<file path="config.mk">
export PLATFORM = sky130hd
export DESIGN_NAME = rtl_req_arbiter
export DESIGN_NICKNAME = d
export VERILOG_FILES = /design/src/rtl/rtl_req_arbiter.sv
export SDC_FILE = /design/constraint.sdc
export NUM_CORES = 1
export LEC_CHECK = 0
export ABC_AREA = 1
export BUFFER_PORTS_ARGS = -buffer_cell sky130_fd_sc_hd__buf_2
export CELL_PAD_IN_SITES_DETAIL_PLACEMENT = 2
export CELL_PAD_IN_SITES_GLOBAL_PLACEMENT = 2
export CORE_MARGIN = 4
export CORE_UTILIZATION = 32
export CTS_BUF_LIST = sky130_fd_sc_hd__clkbuf_4 sky130_fd_sc_hd__clkbuf_8
export DETAILED_ROUTE_END_ITERATION = 7
export PLACE_DENSITY_LB_ADDON = 0.1
export SLEW_MARGIN = 25
export SYNTH_ARGS = -nofsm -noshare
export SYNTH_HDL_FRONTEND = slang
export SYNTH_SLANG_ARGS = --single-unit
</file>
<file path="constraint.sdc">
create_clock -name CLK -period 2.7 [get_ports CLK]
set_input_delay 0.27 -clock CLK [delete_from_list [all_inputs] [get_ports CLK]]
set_output_delay 0.27 -clock CLK [all_outputs]
set_load 0.05 [all_outputs]
</file>
<file path="src/rtl/rtl_req_arbiter.sv">
// rtl/rtl_req_arbiter.sv - three-way round-robin arbiter feeding a small output FIFO with source tags
module rtl_req_arbiter #(
    parameter int WIDTH = 4,
    parameter int DEPTH = 2
) (
    input  logic             CLK,
    input  logic             ASYNCRESETN,
    input  logic             req_0_valid,
    input  logic             req_1_valid,
    input  logic             req_2_valid,
    output logic             req_0_ready,
    output logic             req_1_ready,
    output logic             req_2_ready,
    input  logic [WIDTH-1:0] req_0_data,
    input  logic [WIDTH-1:0] req_1_data,
    input  logic [WIDTH-1:0] req_2_data,
    output logic             out_valid,
    input  logic             out_ready,
    output logic [WIDTH-1:0] out_data,
    output logic [1:0]       out_src,
    output logic [7:0]       stall_cnt
);

    localparam int AW = $clog2(DEPTH);
    localparam int CW = AW + 1;

    logic [1:0]       ptr;
    logic [CW-1:0]    count;
    logic [AW-1:0]    rd_ptr;
    logic [AW-1:0]    wr_ptr;
    logic [WIDTH+1:0] mem [DEPTH];

    logic [2:0]       valids;
    logic [2:0]       idx;
    logic             win_found;
    logic [1:0]       winner;
    logic [WIDTH-1:0] win_data;
    logic             not_full;
    logic             push;
    logic             pop;

    assign valids = {req_2_valid, req_1_valid, req_0_valid};

    // Search starts at ptr and wraps 2 -> 0; first valid index wins.
    always_comb begin
        win_found = 1'b0;
        winner    = 2'd0;
        idx       = 3'd0;
        for (int i = 0; i < 3; i++) begin
            idx = {1'b0, ptr} + 3'(i);
            if (idx >= 3'd3) idx = idx - 3'd3;
            if (!win_found && valids[idx]) begin
                win_found = 1'b1;
                winner    = idx[1:0];
            end
        end
    end

    always_comb begin
        win_data = req_0_data;
        case (winner)
            2'd1:    win_data = req_1_data;
            2'd2:    win_data = req_2_data;
            default: win_data = req_0_data;
        endcase
    end

    // A full FIFO blocks pushes even when a pop lands in the same cycle, so
    // requester ready never depends on out_ready.
    assign not_full    = (count < CW'(DEPTH));
    assign push        = ASYNCRESETN && not_full && win_found;
    assign req_0_ready = push && (winner == 2'd0);
    assign req_1_ready = push && (winner == 2'd1);
    assign req_2_ready = push && (winner == 2'd2);

    assign out_valid = (count != '0);
    assign pop       = out_valid && out_ready;
    assign out_data  = out_valid ? mem[rd_ptr][WIDTH-1:0] : '0;
    assign out_src   = out_valid ? mem[rd_ptr][WIDTH+1:WIDTH] : 2'd0;

    always_ff @(posedge CLK) begin
        if (push) mem[wr_ptr] <= {winner, win_data};
    end

    always_ff @(posedge CLK or negedge ASYNCRESETN) begin
        if (!ASYNCRESETN) begin
            ptr       <= 2'd0;
            count     <= '0;
            rd_ptr    <= '0;
            wr_ptr    <= '0;
            stall_cnt <= 8'd0;
        end else begin
            if (push) begin
                ptr    <= (winner == 2'd2) ? 2'd0 : winner + 2'd1;
                wr_ptr <= wr_ptr + 1'b1;
            end
            if (pop) rd_ptr <= rd_ptr + 1'b1;
            case ({push, pop})
                2'b10:   count <= count + 1'b1;
                2'b01:   count <= count - 1'b1;
                default: count <= count;
            endcase
            if (out_valid && !out_ready && stall_cnt != 8'hFF)
                stall_cnt <= stall_cnt + 8'd1;
        end
    end

endmodule

</file>
[Word level (Yosys, flattened, before mapping)]
Memories as Yosys holds them, arrays and structs flattened.
Cells that the tools add are included.
Storage, ports and cells
  bits in registers: 14
  latch bits: 0
  RAM bits: 12
  bits in read-only memories: 0
  input port bits: 18
  output and inout port bits: 18
  logic and storage cells: 67
  memories: 1
Operators by class
  $add $sub $neg: 11
  $mul: 0
  div/mod/pow operators: 0
  order comparisons: 7
  eq/ne operators: 5
  shift operators: 0
  muxes and demuxes: 22
  bitwise gates (word level): 0
  reductions and logical operators: 16
Memories
  mem: words 2, width 6, rd ports 1, clocked after memory_dff 0, write ports 1, RTL line 31  | logic [WIDTH+1:0] mem [DEPTH];
Operators by type and width (count)
  logical AND 1 bit: 10
  2-to-1 mux 2 bit: 5
  < comparator 3 bit (second input constant): 3
  2-to-1 mux 3 bit: 3
  adder 8 x 1 -> 8 bit (second input constant): 1
  2-to-1 mux 1 bit: 8
  != test 8 bit (second input constant): 1
  one-hot mux 4 bit (2 select lines): 1
  binary-select mux 1 bit (select 2 bit): 3
  greater-or-equal comparator 3 x 2 -> 1 bit (second input constant): 2
  subtractor 3 x 2 -> 3 bit (second input constant): 2
  adder 2 x 1 -> 2 bit (second input constant): 2
  == test 2 x 1 -> 1 bit (second input constant): 2
  == test 2 bit (second input constant): 2
  2-to-1 mux 4 bit: 1
  one-hot mux 2 bit (2 select lines): 1
  nonzero test 2 bit: 2
  adder 2 x 1 -> 3 bit (second input constant): 1
  adder 2 x 2 -> 3 bit (second input constant): 1
  zero test 1 bit: 3
  subtractor 2 x 2 -> 3 bit (second input constant): 1
  adder 1 bit (second input constant): 2
  greater-or-equal comparator 2 bit (second input constant): 1
  zero test 2 bit: 1
  other kinds (2): 2

[Logic depth before layout (Yosys ltp)]
Gate-level depths: netlist of the first run.
  depth after elaboration: 14
  gate-level depth with buffers: 13
  depth with buffers taken out: 13

[Worst setup path before layout of the first run]
OpenSTA, ideal clock, no wires.
  kind: flip-flop to output port
  start point: register ptr[0]
  end point: output req_1_ready
  data arrival time: 2504 ps
  data required time: 2430 ps
  slack: -74 ps
  stages on the path, launching flop included: 12
  path buffers: 0
  path through: dfrtp_1 > inv_1 > ha_1 > inv_2 > nand2_2 > nand2_2 > a21oi_4 > nand3_1 > o21ai_0 > ha_1 > inv_1 > nor2_1
On the way
  word-level cells in the longest chain between the ends: 13
  elaborated cells on any way between the ends: 30
  classes of those cells: 5 x add/sub; 3 x order compare; 1 x eq/ne; 15 x mux; 6 x reduce/logical
Ends and longest elaborated chain
  from (decl): RTL line 27  | logic [1:0] ptr;
  from (signal assigned): RTL line 94  | ptr <= (winner == 2'd2) ? 2'd0 : winner + 2'd1;
  parallel branches: the longest is 10 deep, another holds adder 2 x 1 -> 3 bit
  2-to-1 mux 2 bit (*): RTL line 52  | if (!win_found && valids[idx]) begin
  net winner[0]: RTL line 36  | logic [1:0] winner;
  == test 2 x 1 -> 1 bit (*): RTL line 73  | assign req_1_ready = push && (winner == 2'd1);
  logical AND 1 bit (*): RTL line 73
  to (decl): RTL line 12  | output logic req_1_ready,
Mark *: on every way through the listed nets, which the timed path passes. The select of a mux whose other input is x is not followed.

[Worst setup path after layout of the first run]
  start point: register ptr[1]
  end point: output req_1_ready
Same word-level chain as after synthesis.

==> reports/results.tsv, run 1 <==
metric	value	unit
CTS buffer count	3	
FF+latch count, synth	26	
Root Driver	clkbuf_8	
startpoint types	flip-flop	
PortBufs	35	
GP Congestion	0.893	
CTS tree	built	
die width	78.6	um
Hold Crit Class	input pin to flip-flop	
Layout Skew	0.00735	ns
crit-path max FO	7	
Avg Cell Area, Syn	8.10	sq um
Required @ worst endpoint	2.43	ns
FF-to-FF End	mem[0][2]$_DFFE_PP_	
Setup violations, final	0	
Post-Synthesis Cells	197	
MaxCap Viol Count	0	
GRT Total Usage	16.2	%
Worst setup startpoint	ptr[1]$_DFFE_PN0N_	
Initial Utilization	33.3	%
crit path capture	req_1_ready	
Synthesized Nets	226	
measured slew at the worst slew-check pin	0.560	ns
final antenna diode count	0	
Wirelength per Cell	15.6	um
run status	completed	
Worst Hold Launch	req_0_data[1]	
# IOs	36	
CTS H-tree depth	1	
dpl hpwl	3600	um
largest area contributor in the netlist	edfxtp_1	
fin. max-slew vios	0	
Hold Crit Depth	3	
post-synthesis cell area	1600	sq um
global route total overflow	0	
Rel. slew slack	62.6	%
post-layout util	43.6	%
R2R depth	10	
largest net degree at the start of global routing	16	
setup TNS	0	ns
DRC	0	
FF-to-FF setup slack	0.16	ns
layout cells sized above 1	28.4	%
die footprint	6180	sq um
clk_lat worst skew	0.28	ns
Antenna Nets Post-Route	0	
DRT Pass-1 Iters	4	
Critical Path End Type	output pin	
Final Hold Viols	0	
sequential fraction of the synthesis area	44.5	%
Die Height	78.6	um
initial antenna violation count	0	
Core Region	4790	sq um
Area Overhead vs Synth	30.7	%
synth top area cells	edfxtp_1 (23%), dfrtp_1 (22%), nand2_1 (15%), ha_1 (8.6%), inv_1 (6.4%)	
vias per cell	4.77	
first-pass GRT wire length	7870	um
drt first-iter violations	40	
Ys Warns	0	
Setup CP Type	flip-flop to output pin	
CTS Buffer Depth	2	
crit path DAT	2.33	ns
final WL	4830	um
RR Startpoint	ptr[1]$_DFFE_PN0N_	
synth unique cells	26	
period utilisation layout	96.1	%
Rows	25	
fmax	385	MHz
vias in the first global route	1635	
post-layout min period	2.60	ns
vias	1478	
Sink Count	26	
Synth top area share	22.6	%
Nets	273	
CTS clk-pin slew, worst paths	0.10	ns
area by class of cell:
type,count,area (sq um)
timing repair buffer,45,272
multi-input combinational,140,841
sequential,26,712
inverter,28,105
fill,560,2700
tap,67,83.8
clock inverter,1,30.0
clock buffer,3,41.3
worst max-delay path, stage by stage, from the launching register on:
cell and delay (ns):
dfrtp_2 0.47, ha_4 0.33, inv_2 0.08, nand2_2 0.07
nand2_2 0.06, a21oi_4 0.16, nand3_4 0.12, o21ai_2 0.23
ha_4 0.20, inv_1 0.05, nor2_2 0.11, buf_6 0.17
cells in the mapped netlist:
cell / n
a21boi_0: 1
a21oi_1: 7
a21oi_2: 1
a21oi_4: 1
a31oi_1: 4
buf_6: 1
clkbuf_1: 2
dfrtp_1: 14
edfxtp_1: 12
ha_1: 11
inv_1: 27
inv_2: 1
nand2_1: 62
nand2_2: 2
nand2_4: 1
nand3_1: 9
nand3_2: 1
nand3b_1: 1
nand4_1: 1
nor2_1: 16
nor3_1: 2
o21a_1: 2
o21ai_0: 9
o21ai_1: 1
xnor2_1: 2
xor2_1: 6
kinds of logic (layout without fill, tap and decap cells):
logic type	count (synthesis)	after routing	share of synthesized area, %
simple gates	95	95	24.8
buf+inv	31	77	7.76
compound gates	26	26	9.88
flops	26	26	44.5
fa+ha+maj	11	11	8.63
xor+xnor	8	8	4.39
cells in the final DEF, fill, tap and decap left out, types with 3 or more instances in the layout:
| cell type | n |
|---|---|
| a31oi_1 | 4 |
| clkbuf_8 | 3 |
| nand3_1 | 8 |
| nand2_2 | 3 |
| a21oi_1 | 7 |
| nand2_1 | 61 |
| dfrtp_1 | 13 |
| edfxtp_1 | 12 |
| ha_1 | 7 |
| nor2_1 | 14 |
| buf_4 | 9 |
| buf_2 | 32 |
| inv_1 | 26 |
| xor2_1 | 6 |
| o21ai_0 | 7 |
| buf_6 | 3 |
| ha_4 | 3 |
worst min path at each step:
stage | endpoint | slack [ns]
after CTS | mem[0][3]$_DFFE_PP_ | 0.39
final | mem[1][1]$_DFFE_PP_ | 0.40
after global routing | mem[1][1]$_DFFE_PP_ | 0.41
after global placement | count[1]$_DFFE_PN0P_ | 0.23
after detailed placement | rd_ptr$_DFFE_PN0P_ | 0.24
after floorplan | count[0]$_DFFE_PN0P_ | -0.03
what timing repair did:
item	4_1_cts	5_1_grt
hold buffers	1	0
hold endpoints to repair	14	0
setup endpoints to repair	3	11
resized for setup	12	16
buffers inserted	1	5
pin swaps	0	1
layer usage:
| layer | up-vias | part of all wire (%) | global-route usage, % |
|---|---|---|---|
| met5 | - | 0 | 0 |
| met4 | 0 | 0.97 | 5.77 |
| met3 | 4 | 2.1 | 1.72 |
| met2 | 22 | 54 | 30.0 |
| met1 | 736 | 43 | 19.1 |
| li1 | 716 | - | - |
through the flow:
| step | setup slack, ns | cell area (sq um) | hold slack [ns] | instances |
|---|---|---|---|---|
| 2_1_floorplan | 0.0110 | 1600 | -0.0256 | 197 |
| 3_3_place_gp | 0.214 | 1860 | 0.230 | 299 |
| 3_5_place_dp | 0.0148 | 1860 | 0.242 | 299 |
| 4_1_cts | -0.0494 | 1980 | 0.391 | 305 |
| 5_1_grt | -0.0770 | 2080 | 0.410 | 310 |
| 6_report | 0.105 | 2080 | 0.398 | 310 |
registers in the layout, summed over array words and instances (netlist names):
name       cells
wr_ptr         1
rd_ptr         1
mem           12
stall_cnt      8
ptr            2
count          2
Power of run 1 is left out: the tool's default activity adds up to more than one toggle a clock period on the data nets, which glitch-free logic cannot reach.
==> inputs of run 2 (changes only) <==
==> constraint.sdc (replaced) <==
create_clock -name CLK -period 2.7 [get_ports CLK]
set_input_delay 0.27 -clock CLK [delete_from_list [all_inputs] [get_ports CLK]]
set_output_delay 0.27 -clock CLK [all_outputs]
set_load 0.01 [all_outputs]
==> reports/results.tsv, run 2 (same netlist as run 1, synthesis figures left out) <==
metric	value	unit	change
DRT Pass-1 Iters	3		-1
Critical Path End Type	output pin		
commonest cells after routing, fill and taps aside	nand2_1 (60), buf_2 (35), inv_1 (26)		
Worst Hold Launch	out_ready		
initial antenna violation count	0		unchanged
P_sw	1390	uW	
CTS buffer count	3		unchanged
PortBufs	35		unchanged
layout cells sized above 1	29.4	%	+0.99 points
Static Leak	0.00104	uW	
CTS clk-pin slew, worst paths	0.10	ns	about the same
largest net degree at the start of global routing	16		unchanged
dpl cells	298		-0.33%
vias	1448		-2.0%
Non-Filler Instances	312		+0.65%
Area Overhead vs Synth	33.2	%	
FF-to-FF End	mem[0][1]$_DFFE_PP_		
Root Driver	clkbuf_8		
CTS tree	built		
CTS H-tree depth	1		unchanged
vias per cell	4.64		-2.7%
dpl ws	0.0580	ns	+0.0432 ns
Nets	275		+0.73%
period utilisation layout	96.5	%	+0.42 points
Die Height	78.6	um	unchanged
Largest register FFs	12		unchanged
Required @ worst endpoint	2.43	ns	about the same
commonest non-fill, non-tap cell in the layout	nand2_1		
placement-stage cell area	1850	sq um	-0.54%
Pwr Density	1420	nW/um^2	
fmax	384	MHz	-0.43%
crit-path max FO	4		-3
post-layout min period	2.61	ns	+0.0113 ns
Layout Skew	0.00991	ns	+0.00256 ns
final WL	4970	um	+3.0%
Final Hold Viols	0		unchanged
final antenna diode count	0		unchanged
R2R depth	11		+1
Top Registers	mem x12, stall_cnt x8		
first-pass GRT wire length	7710	um	-1.9%
DRC	0		unchanged
die width	78.6	um	unchanged
final instance area	2120	sq um	+1.9%
CTS Buffer Depth	2		unchanged
global route total overflow	0		unchanged
Hold Crit Depth	4		+1
Setup CP Type	flip-flop to output pin		
Net Sw Frac	46.0	%	
clk_lat worst skew	0.28	ns	about the same
Hold Crit Endpoint	rd_ptr$_DFFE_PN0P_		
Antenna Nets Post-Route	0		unchanged
# IOs	36		unchanged
Initial Utilization	33.3	%	unchanged
vias in the first global route	1595		-2.4%
FF-to-FF setup slack	0.18	ns	+0.02 ns
Comb pwr share	63.0	%	
final worst slack	0.0934	ns	-0.0113 ns
largest reg by FF count	mem		
Hold Crit Class	input pin to flip-flop		
MaxCap Viol Count	0		unchanged
Rel. slew slack	60.4	%	-2.2 points
Sequential Power Share	26.1	%	
total power	3020	uW	
Core Region	4790	sq um	unchanged
RR Startpoint	ptr[0]$_DFFE_PN0N_		
part of the power in the clock network	10.9	%	
die footprint	6180	sq um	unchanged
fin. max-slew vios	0		unchanged
measured slew at the worst slew-check pin	0.592	ns	+0.0312 ns
run status	completed		
crit path DAT	2.34	ns	about the same
peak supply drop	0.556	mV	
GP Congestion	0.906		+1.4%
Rows	25		unchanged
GRT Total Usage	16.0	%	-0.19 points
internal power	1630	uW	
dpl hpwl	3580	um	-0.61%
Wirelength per Cell	15.9	um	+2.3%
Setup violations, final	0		unchanged
fillers	570		+1.8%
startpoint types	flip-flop		
drt first-iter violations	55		+38%
Sink Count	26		unchanged
-- run 2: layout make-up --
type | count | area (sq um) | area share, %
Clock inverter | 1 | 30.0 | 1.41
Inverter | 28 | 105 | 4.95
Timing Repair Buffer | 47 | 268 | 12.6
Sequential cell | 26 | 712 | 33.5
Clock buffer | 3 | 41.3 | 1.94
Multi-Input combinational cell | 140 | 885 | 41.6
Tap cell | 67 | 83.8 | 3.95
-- run 2: critical path: stages, from the launching register on --
cell and delay, ns:
dfrtp_1 0.39, inv_1 0.12, ha_1 0.22, inv_1 0.14, nand2_1 0.13, nand3_1 0.09, nand2_1 0.11, nand3_4 0.14
o21a_4 0.27, ha_1 0.22, inv_1 0.06, nor2_1 0.04, buf_2 0.13
-- run 2: metal layers --
metal  global-route usage, %  vias up  share of wire (%)  routed length (um)
met4                    6.64        0                1.4                  68
met3                    1.83        4                1.9                  94
met2                    29.4       24                 54                2700
met5                       0        -                  0                   0
met1                    18.6      703                 42                2110
li1                        -      717                  -                   -
-- run 2: timing repair --
item	in CTS	in global routing
endpoints found under the hold margin	14	0
buffers inserted	3	6
resized for setup	9	21
endpoints found under the setup margin	3	11
hold buffers	1	0
pin swaps	0	6
gates cloned	0	0
-- run 2: worst max path at each step --
| stage | from | end | slack [ns] |
|---|---|---|---|
| floorplan | ptr[0]$_DFFE_PN0N_ | mem[0][0]$_DFFE_PP_ | 0.39 |
| global placement | ptr[0]$_DFFE_PN0N_ | req_2_ready | 0.27 |
| detailed placement | ptr[0]$_DFFE_PN0N_ | req_2_ready | 0.06 |
| CTS | ptr[0]$_DFFE_PN0N_ | req_2_ready | 0.0009 |
| global route | ptr[0]$_DFFE_PN0N_ | req_0_ready | -0.08 |
| finish | ptr[0]$_DFFE_PN0N_ | req_0_ready | 0.09 |
-- run 2: metrics by stage --
stage | setup TNS, ns | hold WS (ns) | utilization [%]
2_1_floorplan | 0 | -0.0256 | -
3_3_place_gp | 0 | 0.235 | 38.7
3_5_place_dp | 0 | 0.237 | 38.7
4_1_cts | 0 | 0.391 | 41.2
5_1_grt | -0.319 | 0.408 | 44.4
6_report | 0 | 0.389 | 44.4
-- run 2: power groups by stage --
stage	Combinational, uW	Sequential [uW]	Clock (uW)
2_1_floorplan	984	770	0
3_3_place_gp	1340	782	0
3_5_place_dp	1450	798	0
4_1_cts	1550	784	336
5_1_grt	2110	816	358
6_report	1900	786	329
Power figures use the tool's default switching activity.
